<file path="config.mk">
export PLATFORM = sky130hd
export DESIGN_NAME = pwm_reg_write_ctrl
export DESIGN_NICKNAME = d
export VERILOG_FILES = /design/src/rtl/pwm_ctrl_pkg.sv /design/src/rtl/pwm_chan_index_counter.sv /design/src/rtl/pwm_reg_write_ctrl.sv
export SDC_FILE = /design/constraint.sdc
export NUM_CORES = 1
export LEC_CHECK = 0
export CORE_UTILIZATION = 35
export CTS_CLUSTER_DIAMETER = 60
export DETAILED_ROUTE_END_ITERATION = 12
export GPL_TIMING_DRIVEN = 0
export PLACE_DENSITY = 0.66
export SETUP_SLACK_MARGIN = 0.02
export SLEW_MARGIN = 25
export SYNTH_ARGS = -nofsm -noshare
export SYNTH_HDL_FRONTEND = slang
export SYNTH_SLANG_ARGS = --single-unit
</file>
<file path="constraint.sdc">
create_clock -name CLK -period 2.3 [get_ports CLK]
set_clock_uncertainty 0.1 [all_clocks]
set_input_delay 0.345 -clock CLK [delete_from_list [all_inputs] [get_ports CLK]]
set_output_delay 0.345 -clock CLK [all_outputs]
set_load 0.005 [all_outputs]
</file>
<file path="src/rtl/pwm_ctrl_pkg.sv">
// Shared constants for the PWM duty-register write controller.
package pwm_ctrl_pkg;

    // Controller states
    localparam logic [1:0] ST_IDLE = 2'd0;
    localparam logic [1:0] ST_DATA = 2'd1;
    localparam logic [1:0] ST_LOAD = 2'd2;
    localparam logic [1:0] ST_ERR  = 2'd3;

    // Address byte layout: bit 7 selects auto-increment, bits 6:0 carry the channel
    localparam int         AUTOINC_BIT = 7;
    localparam logic [6:0] ADDR_MASK   = 7'h7F;

    function automatic logic [6:0] chan_addr(input logic [7:0] addr_byte);
        return addr_byte[6:0] & ADDR_MASK;
    endfunction

endpackage

</file>
<file path="src/rtl/pwm_chan_index_counter.sv">
// Channel index register: loads from the address byte, optionally steps
// after each write and wraps from the last channel back to 0.
module pwm_chan_index_counter
    import pwm_ctrl_pkg::*;
#(
    parameter int Channels = 8,
    parameter int IdxWidth = 3
) (
    input  logic                clk,
    input  logic                rst_n,
    input  logic                load,
    input  logic [IdxWidth-1:0] load_val,
    input  logic                inc,
    output logic [IdxWidth-1:0] idx
);

    localparam logic [IdxWidth-1:0] LastIdx = IdxWidth'(Channels - 1);

    // Load has priority; the load and increment never coincide in practice
    always_ff @(posedge clk or negedge rst_n) begin
        if (!rst_n) begin
            idx <= '0;
        end else if (load) begin
            idx <= load_val;
        end else if (inc) begin
            idx <= (idx == LastIdx) ? '0 : idx + IdxWidth'(1);
        end
    end

endmodule

</file>
<file path="src/rtl/pwm_reg_write_ctrl.sv">
// Byte-stream to PWM duty-register write controller.
//
//   state | meaning
//   ------+----------------------------------------------------------
//   IDLE  | waiting for the address byte of a frame
//   DATA  | channel selected, waiting for a data byte
//   LOAD  | one-cycle strobe: _HOLD[index] low, DataBus valid
//   ERR   | bad channel address; swallow bytes until the frame ends
module pwm_reg_write_ctrl
    import pwm_ctrl_pkg::*;
#(
    parameter int Channels = 8,
    parameter int IdxWidth = 3
) (
    input  logic                CLK,
    input  logic                _RST,
    input  logic                _CS,
    input  logic                ByteValid,
    input  logic [7:0]          ByteIn,
    output logic                ByteReady,
    output logic [7:0]          DataBus,
    output logic [Channels-1:0] _HOLD,
    output logic                Error
);

    logic [1:0]          state;
    logic [1:0]          state_nxt;
    logic                autoinc;
    logic                accept;
    logic [6:0]          addr;
    logic                addr_ok;
    logic                idx_load;
    logic                idx_inc;
    logic [IdxWidth-1:0] idx;

    // Ready is gated by reset too, so it drops the instant reset asserts
    always_comb begin
        ByteReady = _RST && !_CS && (state != ST_LOAD);
        accept    = ByteValid && ByteReady;
    end

    // Address byte decode
    always_comb begin
        addr     = chan_addr(ByteIn);
        addr_ok  = {1'b0, addr} < 8'(Channels);
        idx_load = accept && (state == ST_IDLE) && addr_ok;
        idx_inc  = (state == ST_LOAD) && autoinc;
    end

    pwm_chan_index_counter #(
        .Channels (Channels),
        .IdxWidth (IdxWidth)
    ) u_index (
        .clk      (CLK),
        .rst_n    (_RST),
        .load     (idx_load),
        .load_val (addr[IdxWidth-1:0]),
        .inc      (idx_inc),
        .idx      (idx)
    );

    // Next-state logic; deselect always returns to IDLE
    always_comb begin
        state_nxt = state;
        case (state)
            ST_IDLE: if (accept) state_nxt = addr_ok ? ST_DATA : ST_ERR;
            ST_DATA: if (accept) state_nxt = ST_LOAD;
            ST_LOAD: state_nxt = ST_DATA;
            ST_ERR:  state_nxt = ST_ERR;
            default: state_nxt = ST_IDLE;
        endcase
        if (_CS) begin
            state_nxt = ST_IDLE;
        end
    end

    // State register
    always_ff @(posedge CLK or negedge _RST) begin
        if (!_RST) begin
            state <= ST_IDLE;
        end else begin
            state <= state_nxt;
        end
    end

    // Auto-increment flag captured with the address byte
    always_ff @(posedge CLK or negedge _RST) begin
        if (!_RST) begin
            autoinc <= 1'b0;
        end else if (idx_load) begin
            autoinc <= ByteIn[AUTOINC_BIT];
        end
    end

    // Data byte holding register feeding every duty register
    always_ff @(posedge CLK or negedge _RST) begin
        if (!_RST) begin
            DataBus <= '0;
        end else if (accept && (state == ST_DATA)) begin
            DataBus <= ByteIn;
        end
    end

    // Error is re-evaluated on every selected IDLE edge: cleared at frame
    // start, or set when that edge takes an out-of-range address
    always_ff @(posedge CLK or negedge _RST) begin
        if (!_RST) begin
            Error <= 1'b0;
        end else if ((state == ST_IDLE) && !_CS) begin
            Error <= accept && !addr_ok;
        end
    end

    // Load enables decoded from registered state and index only
    always_comb begin
        _HOLD = '1;
        if (state == ST_LOAD) begin
            _HOLD[idx] = 1'b0;
        end
    end

endmodule

</file>
==> results of run 1 <==
==> layout make-up <==
class	count	area share (%)
clock buffers	4	2.28
flip-flops and latches	15	32.5
multi-input cells	49	35.7
repair buffers	29	25.3
inverters	1	0.325
plain buffers	1	0.976
well taps	27	2.93
==> critical path: stages, from the launching register on <==
cell             delay (ps)
dfrtp_1                 480
nand2b_1                240
nor2_1                  220
nand3_1                 100
clkdlybuf4s50_1         450
==> cells by family (layout without fill, tap and decap cells) <==
kind of cell             after synthesis  in the layout
flip-flops                            15             15
multiplexers                          16             16
AND/OR/NAND/NOR                       30             30
AO/OA/AOI/OAI                          1              1
adder cells (fa/ha/maj)                2              2
buffers and inverters                  2             35
==> cell usage in the layout, fill, tap and decap left out, drive strengths merged, types with 4 or more instances in the layout <==
cell / n
mux2: 15
nor2: 4
clkbuf: 4
nor3: 4
clkdlybuf4s50: 28
nand2: 8
dfrtp: 15
==> state kept, by name, indices dropped and copies added, names as in the netlist <==
name	cells
DataBus	8
state	2
u_index.idx	3
autoinc	1
Error	1
==> power groups by stage <==
stage	Clock, uW	Sequential (uW)	Combinational (uW)
global placement	0	364	226
finish	149	361	229
detailed placement	0	367	232
floorplan	0	363	102
CTS	156	362	233
global route	171	371	256
==> how the worst max path moves through the flow <==
stage / endpoint / cells past startpoint
finish: _HOLD[7] / 4
global route: _HOLD[7] / 4
CTS: _HOLD[3] / 4
detailed placement: DataBus[5] / 4
global placement: DataBus[1] / 4
floorplan: autoinc / 3
==> layer usage <==
metal  part of all wire (%)  GRT usage (%)  vias up
li1                       -              -      306
met1                     43           18.5      312
met2                     49           26.1       22
met3                    6.8           4.63        2
met4                   0.52           5.71        0
met5                      0              0        -
==> metrics by stage <==
| stage | util, % | cell area, sq um | TNS [ps] | setup WS, ps |
|---|---|---|---|---|
| after floorplan | - | 800 | 0 | 608 |
| after global placement | 54.5 | 1120 | -5250 | -486 |
| after detailed placement | 54.5 | 1120 | -5870 | -549 |
| after CTS | 55.8 | 1150 | 0 | 57.5 |
| after global routing | 55.9 | 1150 | -27.0 | -16.6 |
| final | 55.9 | 1150 | 0 | 92.5 |
==> results summary, run 1 <==
The endpoint class of the critical path is a primary output. The number of buffers added by the clock tree synthesis step came out at 3. The width of the chip came out at 49.8 microns. The checks that failed: negative hold slack. Measured in cells, the most critical reg-to-reg path has a length of 2. Counting instances in the post-synthesis netlist gives the leading cell types as dfrtp_1 (15), mux2_2 (15), nand2_1 (8). The worst hold slack after final layout came out at -4.70 ps. After synthesis, the largest family of logic cells by area is simple AND/OR/NAND/NOR gates.

The initial utilization of the core area, before any placement, comes to 38.8%. The reg2reg setup slack came out at 560 ps. The net count reported at finish came out at 114. Of all nets on the critical path, the largest fanout is 8. The initial antenna violation count came out at 0. The number of hold violations in the final report came out at 8. The share of flip-flops with an asynchronous set or reset after synthesis came out at 100%. The number of global-route vias before repair came to 635. In this run the deepest clock path goes through 2 buffers. The non-filler instance count after layout is 126. The critical path in this run is classified as register to primary output. The routability congestion estimate from global placement came out at 0.680. The full die area came out at 0.00248 sq mm. After clock tree synthesis, the flow added hold-fix buffers numbering 0. Synthesis produced a netlist with a net count of 80. Sorting the synthesized cells by area gives the leading types as dfrtp_1 (47%), mux2_2 (21%), nand2_1 (3.8%), ha_1 (3.1%), nor4_4 (2.7%).

The net switching power figure came out at 198 uW. Summing the areas of all and, or, nand and nor instances in the mapped netlist gives 24.7% of the synthesized area. The worst register-to-register path begins at state[0]. The number of port buffers came out at 29. The slew at the pin closest to its max-slew limit came out at 660 ps.

The post-synthesis sequential area ratio came out at 46.9%. Entering global routing, the biggest net connects 19 pins. The maximum ir drop on the vdd rail is 0.000385 V.

The fraction of layout cells with a size suffix above 1 is 25.3%. The number of flops mapped to enable cells by yosys came out at 0. The source-to-sink clock delay at the later pin of the worst-skew pair came out at 270 ps. The post-DP HPWL came out at 1220 microns. The cell area after synthesis came out at 800 sq um. The switching power share of the total is 26.7%. Setup violations remaining at the end of the flow were counted as 0. The first-iteration detailed-routing DRC count came out at 6. The number of inserted filler cells in the final layout came out at 192. The synthesis-stage register bit count came out at 15. The clock root buffer is clkbuf_4. The number of cell rows came out at 16. Power spread over the standard cell area amounts to 641 mW/mm^2.

Of all cell types, the one taking the most synthesized area is dfrtp_1. The final period demand of the worst path is 2210 ps. After Yosys synthesis, XOR and XNOR cells account for 0% of the synthesized area. The fraction of power consumed by sequential logic came out at 48.9%.

The global-route congestion overflow total came out at 0. The global routing usage summed across all routing layers came out at 15.5%. The post-synthesis instance total is 66. The share of synthesized area spent on multiplexers came out at 22.4%. The global-route wire length before repair came out at 2910 microns. The area growth from synthesis to layout is 44.3%. Post-CTS repair changed the size of 3 cells. The residual antenna-violating net count after detailed routing came out at 0.

The number of placed I/O pins is 30. The number of diodes added for antenna fixing is 0. The final max-slew violation count is 0. Timing would allow up to 0.453 GHz.

In the synthesized netlist the dominant register cell turns out to be dfrtp_1. The number of distinct library cells after synthesis is 21. The y dimension of the die came out at 49.8 microns. The relative max-transition margin is 55.8%.

After clock tree synthesis, the clock-pin slew on the worst setup and hold paths is 90 ps. The share of the synthesized area in the top cell type is 46.9%. The worst min-delay path category is input port to asynchronous set/reset pin. At the worst endpoint, the required time is 1860 ps.

Of the total synthesized cell area, the portion taken by full adders, half adders and majority gates is 3.13%. After detailed routing, the number of vias per cell comes to 5.10. The average wire per standard cell is 12.2 microns. The post-synthesis average cell area is 12.1 sq um. The post-CTS repair timing setup buffer count is 0. The number of placed cells counting well taps is 122. The internal power summed over all cells came out at 542 uW. The number of synthesis warnings came out at 0. The H-tree depth came out at 1. The area fraction in compound gates after synthesis came out at 0.939%.

The area used by multi-input combinational logic is 412 sq um. Across the run, the number of max-cap violations was 0. The data arrival time of the worst path is 1760 ps. The total via count in the routed design came out at 642. The share of the clock period used by the worst path is 96.0%. Of the total power, combinational logic draws 31.0%. The run finished, with violations left. The power consumption came out at 739 uW. The TritonCTS sink count is 15. The final routed wirelength across all metal layers came out at 1540 microns. In this run the worst setup path begins at state[0].

The DRC violation count after routing came out at 0. The part of the power in the clock network came out at 20.2%. The worst setup path is launched from a register.

The number of iterations in the first detailed-routing pass is 3. The worst register-to-register path ends at DataBus[5]. Setup repair after global routing could not meet its margin everywhere. The floorplan core area came out at 0.00206 sq mm. TritonCTS built the clock tree.

The sequential cells in the finished layout cover a total of 375 sq um. The analysis attributes to cell leakage a power of 0.000494 uW.
No activity file was read; power rests on OpenSTA's default activity.
==> run 2: changes to the inputs <==
--- a/config.mk
+++ b/config.mk
@@ -5,12 +5,14 @@
 export SDC_FILE = /design/constraint.sdc
 export NUM_CORES = 1
 export LEC_CHECK = 0
+export CAP_MARGIN = 10
 export CORE_UTILIZATION = 35
 export CTS_CLUSTER_DIAMETER = 60
 export DETAILED_ROUTE_END_ITERATION = 12
 export GPL_TIMING_DRIVEN = 0
 export PLACE_DENSITY = 0.66
 export SETUP_SLACK_MARGIN = 0.02
+export SKIP_CTS_REPAIR_TIMING = 1
 export SLEW_MARGIN = 25
 export SYNTH_ARGS = -nofsm -noshare
 export SYNTH_HDL_FRONTEND = slang
==> run 2 against run 1 <==
Against the previous run: critical endpoint unchanged; critical path depth unchanged; hold slack improved by 390 ps; highest routed layer unchanged; the flow now finishes without violations; combinational power about the same.
==> results summary, run 2 (synthesis gave the netlist of run 1 again) <==
The full die area is 0.00248 sq mm (unchanged). Leaving out fill and tap cells, the most frequent cell in the layout is clkdlybuf4s50_1. The slew at the pin closest to its max-slew limit was 691 ps (+31.0 ps). The worst setup path is launched from a register. The area growth from synthesis to layout came out at 44.8%. The leakage power figure was 0.000498 uW (+0.72%).

The startpoint of the worst-slack reg-to-reg timing path is state[0]. The data arrival time of the worst path was 1770 ps (about the same). The number of cell rows is 16 (unchanged).

In the final layout, the registers with the most flip-flops are DataBus: 8 flops, u_index.idx: 3 flops, state: 2 flops. Setup repair after global routing could not meet its margin everywhere. The endpoint class of the critical path is a primary output. The path class of the tightest hold or removal check is register to register. The final max-slew violation count is 0 (unchanged). The clock transition at the registers of the reported paths is 90 ps (about the same). The largest net degree at the start of global routing is 19 (unchanged). The DRC violation count after routing was 0 (unchanged). The non-filler instance count after layout was 127 (+0.79%). The average wire per standard cell was 12.5 microns (+2.6%).

Traced cell by cell, the critical path runs through nand2b_1 > nor2_1 > nand3_1 > clkdlybuf4s50_1. The global-route congestion overflow total is 0 (unchanged). The number of cells on the worst reg-to-reg path came out at 2 (unchanged). The number of inserted filler cells in the final layout is 191 (-0.52%). The reg2reg setup slack came out at 550 ps (about the same). In this run the most critical hold path is launched from Error. The buffer depth of the longest clock path is 2 (unchanged). The H-tree depth is 1 (unchanged). The sequential cell area came out at 375 sq um (unchanged). The clock root buffer is clkbuf_4.

The flip-flop count of the largest register after layout came out at 8 (unchanged). The residual antenna-violating net count after detailed routing is 0 (unchanged). The number of port buffers is 29 (unchanged). The TritonCTS sink count is 15 (unchanged). The part of the power in the clock network came out at 20.3% (about the same). The number of setup violations in the final report is 0 (unchanged). The floorplan core area came out at 0.00206 sq mm (unchanged). The initial antenna violation count came out at 0 (unchanged). The relative max-transition margin came out at 53.8% (-2.0 points). The fraction of power consumed by sequential logic came out at 48.7% (-0.2 points).

The global-route wire length before repair is 2910 microns (unchanged). The maximum cell stage delay along the critical path came to 480 ps (about the same). The final routed wirelength across all metal layers came to 1590 microns (+3.4%). The power per cell area came to 641 mW/mm^2 (about the same). The utilization after layout came out at 56.1% (+0.18 points). The share of the clock period used by the worst path came to 96.2% (+0.25 points). TritonCTS built the clock tree. The maximum fanout along the worst path came out at 8 (unchanged). The routability congestion estimate from global placement came out at 0.680 (unchanged). The global routing usage summed across all routing layers is 15.5% (unchanged). The final standard cell area without fillers is 0.00116 sq mm (+0.33%). The top achievable clock speed came out at 0.452 GHz (-0.25%).

The source-to-sink clock delay at the later pin of the worst-skew pair is 280 ps (about the same). The starting density of the core came out at 38.8% (unchanged). The net count reported at finish came out at 115 (+0.88%).

The number of global-route vias before repair is 635 (unchanged). The run finished with clean final reports. The first-iteration detailed-routing DRC count is 6 (unchanged). The combinational power share is 31.0% (about the same).

The total via count in the routed design is 650 (+1.2%). The area used by multi-input combinational logic came out at 412 sq um (unchanged). The number of buffers added by the clock tree synthesis step came out at 3 (unchanged). The y dimension of the die came out at 49.8 microns (unchanged). The number of diodes added for antenna fixing is 0 (unchanged). The final period demand of the worst path is 2210 ps (+5.64 ps). The critical path buffer and inverter count came to 1 (unchanged).

The power consumption is 742 uW (+0.35%). On the critical path the largest part of the delay comes from simple AND/OR/NAND/NOR gates. The net switching power figure is 200 uW (+1.0%). The number of placed I/O pins came to 30 (unchanged). Leaving out fill and tap cells, the most frequent cells in the layout are clkdlybuf4s50_1 (28), dfrtp_1 (15), mux2_2 (15).

The worst register-to-register path ends at DataBus[5]. The max-capacitance violation count came to 0 (unchanged). The post-DP HPWL came out at 1220 microns (unchanged). The fraction of layout cells with a size suffix above 1 was 25.0% (-0.25 points). The maximum ir drop on the vdd rail is 0.000389 V (+1.2%).

The total cell area at the placement stage came out at 0.00112 sq mm (unchanged). The register ranked first by flip-flop count is DataBus. The switching power share of the total is 26.9% (+0.19 points). The worst hold path terminates at Error. The internal power summed over all cells came out at 542 uW (about the same). The data required time at the worst endpoint came out at 1860 ps (about the same). The via count normalized by instance count is 5.12 (+0.45%). The slowest stage of the critical path is the dfrtp_1 cell. The number of iterations in the first detailed-routing pass came out at 3 (unchanged). The number of placed cells counting well taps is 122 (unchanged). The setup path with the least slack is of type register to primary output. The number of hold violations in the final report came out at 0 (-8). The setup total negative slack is 0 ps (unchanged).

The worst hold path passes through 2 cells. The width of the chip came to 49.8 microns (unchanged).
## run 2: worst max path at each step
stage,startpoint,end,cells after the start
global route,state[0],_HOLD[7],4
detailed placement,_RST,DataBus[5],4
CTS,_RST,ByteReady,3
floorplan,ByteIn[6],autoinc,3
finish,state[0],_HOLD[7],4
global placement,_RST,DataBus[1],4
## run 2: through the flow
| stage | hold slack, ps | setup slack [ps] |
|---|---|---|
| after floorplan | -50.6 | 608 |
| after global placement | 366 | -486 |
| after detailed placement | 373 | -549 |
| after CTS | 393 | -320 |
| after global routing | 436 | -16.6 |
| final | 385 | 86.8 |
## run 2: worst register-to-register path: cells and delay by family (launching register included)
family,cells,cell delay [ps]
simple gates,1,630
flops,1,500
mux,1,410
## run 2: layout make-up
class / instances / area share, %
Multi-Input combinational cell: 49 / 35.6
Inverter: 1 / 0.324
Tap cell: 27 / 2.92
Sequential cell: 15 / 32.4
Clock buffer: 4 / 2.27
Timing Repair Buffer: 30 / 25.5
Buffer: 1 / 0.973
## run 2: per-layer routing
layer / global-route usage (%) / wire (microns) / vias up
met2: 26.1 / 777 / 22
met5: 0 / 0 / -
met1: 18.5 / 701 / 315
met3: 4.63 / 105 / 2
li1: - / - / 311
met4: 5.71 / 8 / 0
## run 2: power groups by stage
stage | combinational [uW] | clock [uW] | sequential (uW)
2_1_floorplan | 102 | 0 | 363
3_3_place_gp | 226 | 0 | 364
3_5_place_dp | 232 | 0 | 367
4_1_cts | 234 | 156 | 362
5_1_grt | 257 | 171 | 371
6_report | 230 | 150 | 361
==> RTL edit, RTL diff (config.mk and constraints of run 1) <==
`IdxWidth` is set to 3 in 2 places; all go to 2.
--- a/src/rtl/pwm_chan_index_counter.sv
+++ b/src/rtl/pwm_chan_index_counter.sv
@@ -4,7 +4,7 @@
     import pwm_ctrl_pkg::*;
 #(
     parameter int Channels = 8,
-    parameter int IdxWidth = 3
+    parameter int IdxWidth = 2
 ) (
     input  logic                clk,
     input  logic                rst_n,
--- a/src/rtl/pwm_reg_write_ctrl.sv
+++ b/src/rtl/pwm_reg_write_ctrl.sv
@@ -10,7 +10,7 @@
     import pwm_ctrl_pkg::*;
 #(
     parameter int Channels = 8,
-    parameter int IdxWidth = 3
+    parameter int IdxWidth = 2
 ) (
     input  logic                CLK,
     input  logic                _RST,
Formal check against the unedited RTL: not equivalent (Yosys sat finds a counterexample within 4 cycles, from zero or initial values and one cycle with _RST low).
==> RTL edit against run 1 <==
- first-iteration DRC count fell by 100%
- synthesized area fell by 8.8%
- sequential power is essentially flat
- sequential cell count fell by 1
- count of clock-buffer cells in the layout down 1
- global-route usage shrank 0.83 points
- maximum frequency increased by 4.9%
- power is 4.9% higher
- wire length decreased by 10%
- setup slack gained 0.10 ns
- die area is 8.4% lower
- cell area shrank 8.2%
- clock power shrank 10%
- critical path type unchanged
- largest cell class is now flip-flops and latches
==> RTL edit: results <==
metrics = {
    "outcome": {
        "run_status": "finished, final reports clean",
    },
    "placement": {
        "hpwl_um": 1023,
        "portBuffers": 25,
        "place_area_mm2": 0.001025,
        "dp_slack_ns": -0.5876,
    },
    "power_and_ir_drop": {
        "peakVddDrop_uv": 448.5,
        "total_power_uw": 775.8,
    },
    "synth": {
        "ys_types": 19,
        "synth_compound_area_frac": 0.03259,
        "syn_avg_cell_area_um2": 11.77,
        "yosys-top-cells-area": "dfrtp_1, mux2_2, ha_1",
        "ys_seq_area_frac": 0.4803,
    },
    "route": {
        "dr_wl_met2_um": 622,
        "wl_met3_um": 122,
        "met1_length_um": 636,
    },
    "worst_setup_path": {
        "cpMaxStageDelayCell": "clkdlybuf4s50_1",
        "crit_start": "state[1]",
        "r2r_setup_slack_ns": 0.74,
        "crit_end": "ByteReady",
    },
    "finish": {
        "top_regs": "DataBus (8), state (2), u_index.idx (2)",
    },
    "grt": {
        "grtUsageTotal": 0.1469,
        "grt_pass1_wl_um": 2263,
    },
    "hold_path": {
        "hp-class": "in -> reg",
    },
    "sta": {
        "hold_violations": 0,
        "worst_hold_slack_ns": 0.3068,
        "setup_slack_ns": 0.1951,
    },
}
RTL edit: changes by cell type after synthesis, moves of 2 or more:
cell | before | now
mux2_2 | 15 | 13
nand3_1 | 2 | 0
nand2_1 | 8 | 5
nor2_1 | 4 | 2
and3b_1 | 2 | 0
a21oi_1 | 0 | 2
nor3_1 | 4 | 2
inv_1 | 1 | 4
buf_4 | 0 | 4
ha_1 | 2 | 4
RTL edit: final cells by class:
cell class	instances	area [um^2]	share of cell area
flip-flops and latches	14	351.6	0.3321
multi-input cells	42	350.3	0.3310
repair buffers	26	255.2	0.2411
well taps	27	33.78	0.03191
plain buffers	4	30.03	0.02837
clock buffers	3	22.52	0.02128
inverters	4	15.01	0.01418
RTL edit: cell families (layout without fill, tap and decap cells):
| group | count (synthesis) | count (layout) |
|---|---|---|
| adders and majority gates | 4 | 4 |
| AOI/OAI and AO/OA | 4 | 4 |
| DFF | 14 | 14 |
| buffers and inverters | 9 | 37 |
| other | 1 | 4 |
| and+or+nand+nor | 17 | 17 |
| muxes | 13 | 13 |
